### config.mk
export PLATFORM = sky130hd
export DESIGN_NAME = addsub_div_ctrl
export DESIGN_NICKNAME = d
export VERILOG_FILES = /design/src/rtl/div_pkg.sv /design/src/rtl/addsub.sv /design/src/rtl/addsub_div_ctrl.sv
export SDC_FILE = /design/constraint.sdc
export NUM_CORES = 1
export LEC_CHECK = 0
export CAP_MARGIN = 25
export CELL_PAD_IN_SITES_DETAIL_PLACEMENT = 1
export CELL_PAD_IN_SITES_GLOBAL_PLACEMENT = 1
export CORE_MARGIN = 10
export CORE_UTILIZATION = 39
export DETAILED_ROUTE_END_ITERATION = 8
export PLACE_DENSITY_LB_ADDON = 0.1
export SYNTH_ARGS = -nofsm -noshare
export SYNTH_HDL_FRONTEND = slang
export SYNTH_SLANG_ARGS = --single-unit
### constraint.sdc
create_clock -name clk -period 2.2 [get_ports clk]
set_input_delay 0.44 -clock clk [delete_from_list [all_inputs] [get_ports clk]]
set_output_delay 0.44 -clock clk [all_outputs]
set_load 0.05 [all_outputs]
### src/rtl/div_pkg.sv
// Shared types and constants for the addsub-based divider controller.
package div_pkg;

  typedef enum logic [1:0] {
    IDLE = 2'd0,
    CALC = 2'd1,
    DONE = 2'd2
  } state_t;

  localparam int unsigned NIBBLE_W = 4;
  localparam logic [NIBBLE_W-1:0] DBZ_QUOT_DEFAULT = 4'hF;

endpackage

### src/rtl/addsub.sv
// Existing 4-bit add/subtract unit.
//   A, B : operands
//   M    : 0 = add (A+B), 1 = subtract (A-B, two's complement)
//   S    : result
//   Cout : carry out; in subtract mode 1 means no borrow (A >= B)
module addsub
  import div_pkg::*;
(
  input  logic [NIBBLE_W-1:0] A,
  input  logic [NIBBLE_W-1:0] B,
  input  logic                M,
  output logic [NIBBLE_W-1:0] S,
  output logic                Cout
);

  logic [NIBBLE_W:0] sum;

  // Subtraction is A + ~B + 1.
  assign sum  = {1'b0, A} + {1'b0, B ^ {NIBBLE_W{M}}} + (NIBBLE_W+1)'(M);
  assign S    = sum[NIBBLE_W-1:0];
  assign Cout = sum[NIBBLE_W];

endmodule

### src/rtl/addsub_div_ctrl.sv
// Unsigned 4-bit restoring divider that sequences the shared addsub unit,
// one trial subtraction per clock over four iterations.
//   clk, reset          : rising-edge clock, async active-high reset
//   start               : request; accepted only while ready
//   dividend, divisor   : operands, latched on accepted start
//   ready / busy / done : IDLE / CALC / one-cycle DONE state decodes
//   quotient, remainder : result, held until the next result
//   dbz                 : divide-by-zero flag for the last operation
module addsub_div_ctrl
  import div_pkg::*;
#(
  parameter logic [NIBBLE_W-1:0] DBZ_QUOT = DBZ_QUOT_DEFAULT
) (
  input  logic                clk,
  input  logic                reset,
  input  logic                start,
  input  logic [NIBBLE_W-1:0] dividend,
  input  logic [NIBBLE_W-1:0] divisor,
  output logic                ready,
  output logic                busy,
  output logic                done,
  output logic [NIBBLE_W-1:0] quotient,
  output logic [NIBBLE_W-1:0] remainder,
  output logic                dbz
);

  // Iteration count equals the addsub width.
  localparam int unsigned CALC_STEPS = NIBBLE_W;
  localparam int unsigned CNT_W      = $clog2(CALC_STEPS);

  state_t              state, state_next;
  logic [NIBBLE_W-1:0] r, r_next, q, q_next, d, d_next;
  logic [CNT_W-1:0]    cnt, cnt_next;
  logic [NIBBLE_W-1:0] quot_next, rem_next;
  logic                dbz_next;

  logic [NIBBLE_W-1:0] rs, r_step, q_step, s;
  logic                cout;
  logic                m;

  // The controller only ever compares, so the unit stays in subtract mode.
  assign m  = 1'b1;
  assign rs = {r[NIBBLE_W-2:0], q[NIBBLE_W-1]};

  addsub u_addsub (
    .A    (rs),
    .B    (d),
    .M    (m),
    .S    (s),
    .Cout (cout)
  );

  assign ready = (state == IDLE);
  assign busy  = (state == CALC);
  assign done  = (state == DONE);

  // State and datapath registers.
  always_ff @(posedge clk or posedge reset) begin
    if (reset) begin
      state     <= IDLE;
      r         <= '0;
      q         <= '0;
      d         <= '0;
      cnt       <= '0;
      quotient  <= '0;
      remainder <= '0;
      dbz       <= 1'b0;
    end else begin
      state     <= state_next;
      r         <= r_next;
      q         <= q_next;
      d         <= d_next;
      cnt       <= cnt_next;
      quotient  <= quot_next;
      remainder <= rem_next;
      dbz       <= dbz_next;
    end
  end

  // Next-state and datapath update.
  always_comb begin
    state_next = state;
    r_next     = r;
    q_next     = q;
    d_next     = d;
    cnt_next   = cnt;
    quot_next  = quotient;
    rem_next   = remainder;
    dbz_next   = dbz;

    // R never exceeds 7 before the shift, so Cout alone decides the bit.
    r_step = cout ? s : rs;
    q_step = {q[NIBBLE_W-2:0], cout};

    case (state)
      IDLE: begin
        if (start) begin
          if (divisor != '0) begin
            r_next     = '0;
            q_next     = dividend;
            d_next     = divisor;
            cnt_next   = CNT_W'(CALC_STEPS - 1);
            state_next = CALC;
          end else begin
            quot_next  = DBZ_QUOT;
            rem_next   = dividend;
            dbz_next   = 1'b1;
            state_next = DONE;
          end
        end
      end
      CALC: begin
        r_next   = r_step;
        q_next   = q_step;
        cnt_next = cnt - CNT_W'(1);
        if (cnt == '0) begin
          quot_next  = q_step;
          rem_next   = r_step;
          dbz_next   = 1'b0;
          state_next = DONE;
        end
      end
      DONE:    state_next = IDLE;
      default: state_next = IDLE;
    endcase
  end

endmodule

==> results.py <==
metrics = {
    "status": {
        "status": "finished, final reports clean",
    },
    "drt": {
        "finalWirelength_um": 3170,
        "route.layer.met1.wl_um": 1410,
        "drt_drc_violations_left": 0,
        "number_of_drc_markers_after_the_initial_detailed_route_iteration": 69,
        "avgRoutedWirePerCell_um": 16.7,
        "dr_total_vias": 987,
        "route.met3.wl_um": 91,
        "detail_route.vias_per_cell": 5.19,
        "route.met2.wl_um": 1630,
        "top_layer": "met4",
        "drtAntennaViolNets": 0,
        "firstDrtPassIters": 4,
    },
    "clock_network": {
        "postCtsHoldBufs": 0,
        "tritoncts": "built",
        "clock_transition_at_the_register_clock_pins_on_the_worst_setup_and_hold_paths_after_cts_ps": 140,
        "cts_root_buf": "sky130_fd_sc_hd__clkbuf_4",
        "cts_htree_levels": 1,
        "cts_buffer_depth": 2,
        "clkSinkCount": 24,
        "worst_skew_pair.late_latency_ps": 330,
        "cts_made_buffers": 3,
    },
    "final_layout": {
        "core_util_final_pct": 52.3,
        "final.fill_count": 348,
        "stdcell_count": 190,
        "areaGrowthSynthToFinish_pct": 29.3,
        "fin_nets": 164,
        "seq_area_um2": 601,
        "post_route_cells_drive_above_1_share_pct": 13.0,
        "multiInputGateArea_um2": 542,
        "fin_area_um2": 1580,
        "count_of_antenna_diodes_in_the_layout": 0,
    },
    "critical_path": {
        "worst_ep_arrival_time_ps": 1550,
        "worstPathRequired_ps": 1760,
        "path_class": "flop to primary output",
        "crit_slowest_cell": "sky130_fd_sc_hd__clkdlybuf4s50_1",
        "worst_setup_path_end_kind": "primary output",
        "cpLargestDelayFamily": "buffers and inverters",
        "worst_path_largest_cell_delay_ps": 820,
        "worstPathMaxFanout": 3,
        "cp-start-kind": "flop",
        "timing.critical_path.cells": "clkdlybuf4s50_1",
        "critical_path.n_buffers_inverters": 1,
    },
    "floorplan": {
        "core_um2": 3030,
        "num_rows": 20,
        "die_w_um": 76.0,
        "top_level_ports": 23,
        "floorplan.initialDensity_pct": 40.4,
        "fp.dieH_um": 76.0,
        "design.die.area_um2": 5780,
    },
    "synth": {
        "synth_cell_types": 39,
        "synth.top_cell.area_share_pct": 49.1,
        "synth_top_flop_cell": "sky130_fd_sc_hd__dfrtp_1",
        "synth-async-reset-ratio_pct": 100,
        "synth.cell_area_um2": 1220,
        "post_synthesis_mean_instance_area_um2": 10.4,
        "synth-warning-count": 0,
        "synth_enable_flop_cells": 0,
        "largest_area_contributor_in_the_netlist": "sky130_fd_sc_hd__dfrtp_1",
        "yosysSeqAreaShare_pct": 49.1,
        "synthesis.instances": 118,
        "ys_seq_elements": 24,
        "synthesis.nets": 135,
        "synth_area_leaders": "sky130_fd_sc_hd__dfrtp_1 49%, sky130_fd_sc_hd__nand2_1 5.5%, sky130_fd_sc_hd__ha_1 5.1%",
    },
    "global_routing": {
        "number_of_antenna_violations_at_the_first_check_in_global_routing": 0,
        "largest_net_degree_at_the_start_of_global_routing": 25,
        "grt_remaining_overflow": 0,
        "track_usage_pct": 11.5,
        "grt_pass1_vias": 1116,
        "grt_pass1_wl_um": 5530,
    },
    "pwr": {
        "p_leak_nw": 0.729,
        "p_per_area_nw_per_um2": 1750,
        "ir_worst_vdd_mv": 0.842,
    },
    "sta": {
        "fin_skew_ps": 8.11,
        "final.setup.worst_slack_ps": 215,
        "clock.fmax_ghz": 0.504,
        "report.final.setup_viol": 0,
        "period_share_pct": 90.2,
        "rsz_0062_raised_after_global_routing": "no",
        "fin_crit_ps": 1990,
        "slew_headroom_pct": 66.2,
        "hold_ws_ps": 452,
        "tightestPinTransition_ps": 505,
        "hold_viol": 0,
        "final_max_slew_viol_count": 0,
    },
    "place": {
        "hpwlAfterDp_um": 2490,
        "dp_cells": 186,
        "finalWeightedCongestion": 0.735,
        "pre_cts_ws_ps": -12.4,
        "placed_cell_area_um2": 1530,
        "port-buffer-count": 22,
    },
    "worst_hold_path": {
        "timing.hold.worst.class": "input pin to async pin",
    },
    "run": {
        "max_cap_violations": 0,
    },
}
-- state kept, by name, indices dropped and copies added (netlist names) --
register	count
dbz	1
quotient	4
cnt	2
q	4
d	4
remainder	4
state	2
r	3
-- cell usage after synthesis (2+ instances only) --
cell and instances:
sky130_fd_sc_hd__o22a_1 3, sky130_fd_sc_hd__a222oi_1 3, sky130_fd_sc_hd__inv_1 12, sky130_fd_sc_hd__a211oi_1 2, sky130_fd_sc_hd__ha_1 5, sky130_fd_sc_hd__nand4_1 2, sky130_fd_sc_hd__dfrtp_1 24, sky130_fd_sc_hd__a21oi_1 2
sky130_fd_sc_hd__a31oi_1 6, sky130_fd_sc_hd__o21a_1 2, sky130_fd_sc_hd__o21ai_0 6, sky130_fd_sc_hd__nand2_1 18, sky130_fd_sc_hd__nor2_1 7
-- per-stage QoR --
step | power, W | setup TNS [ps]
after floorplan | 0.00193 | 0
after detailed placement | 0.00246 | -17.5
after global placement | 0.00241 | 0
after CTS | 0.00280 | 0
after global routing | 0.00300 | 0
final | 0.00277 | 0
-- layer usage --
layer  global-route usage, %  up-vias
met5                       0        -
met4                    3.98        0
met3                    2.48        4
met2                    19.9       12
met1                    13.7      499
li1                        -      472
-- what timing repair did --
| action | 4_1_cts | 5_1_grt |
|---|---|---|
| setup buffers | 0 | 0 |
| gates resized for setup | 0 | 1 |
| setup endpoints to repair | 0 | 1 |
-- final cells by class --
class,instances,area share [%]
flip-flops and latches,24,37.9
clock buffers,3,1.42
well taps,44,3.48
inverters,12,2.85
repair buffers,28,18.2
multi-input cells,78,34.2
clock inverters,1,1.90
-- cell usage in the layout, fill, tap and decap left out, drive strengths merged, types with 2 or more instances in the layout --
master	n
a21oi	2
nor2	7
nor2b	2
dfrtp	24
clkdlybuf4s50	19
a222oi	3
clkbuf	3
ha	5
o21a	2
nand2	18
o21ai	7
buf	8
o22a	3
nand4	2
a211oi	2
inv	12
a31oi	6
-- where the power goes --
group | switching [W] | leakage, nW | internal, W
sequential | 0.000147 | 0.284 | 0.000649
combinational | 0.00101 | 0.418 | 0.000638
clock | 0.000142 | 0.0279 | 0.000184
total | 0.00129 | 0.729 | 0.00147
-- cell families (layout without fill, tap and decap cells) --
kind of cell	Yosys count	in the layout	synth area share, %
simple gates	38	38	16.2
xor+xnor	2	2	1.43
compound gates	32	32	19.9
buf+inv	16	44	6.65
fa+ha+maj	6	6	6.75
flops	24	24	49.1
-- worst paths after layout --
| kind | from | endpoint | slack, ps | cells past startpoint |
|---|---|---|---|---|
| hold / removal | reset | r[2] | 450 | 3 |
| setup / recovery | remainder[3] | remainder[3] | 210 | 1 |
| min in group clk | cnt[0] | cnt[0] | 500 | 1 |
| setup reg to reg | q[3] | remainder[0] | 270 | 8 |
| hold reg to reg | cnt[0] | cnt[0] | 500 | 1 |
| max in group asynchronous | reset | r[1] | 1510 | 3 |
Power figures use the tool's default switching activity.
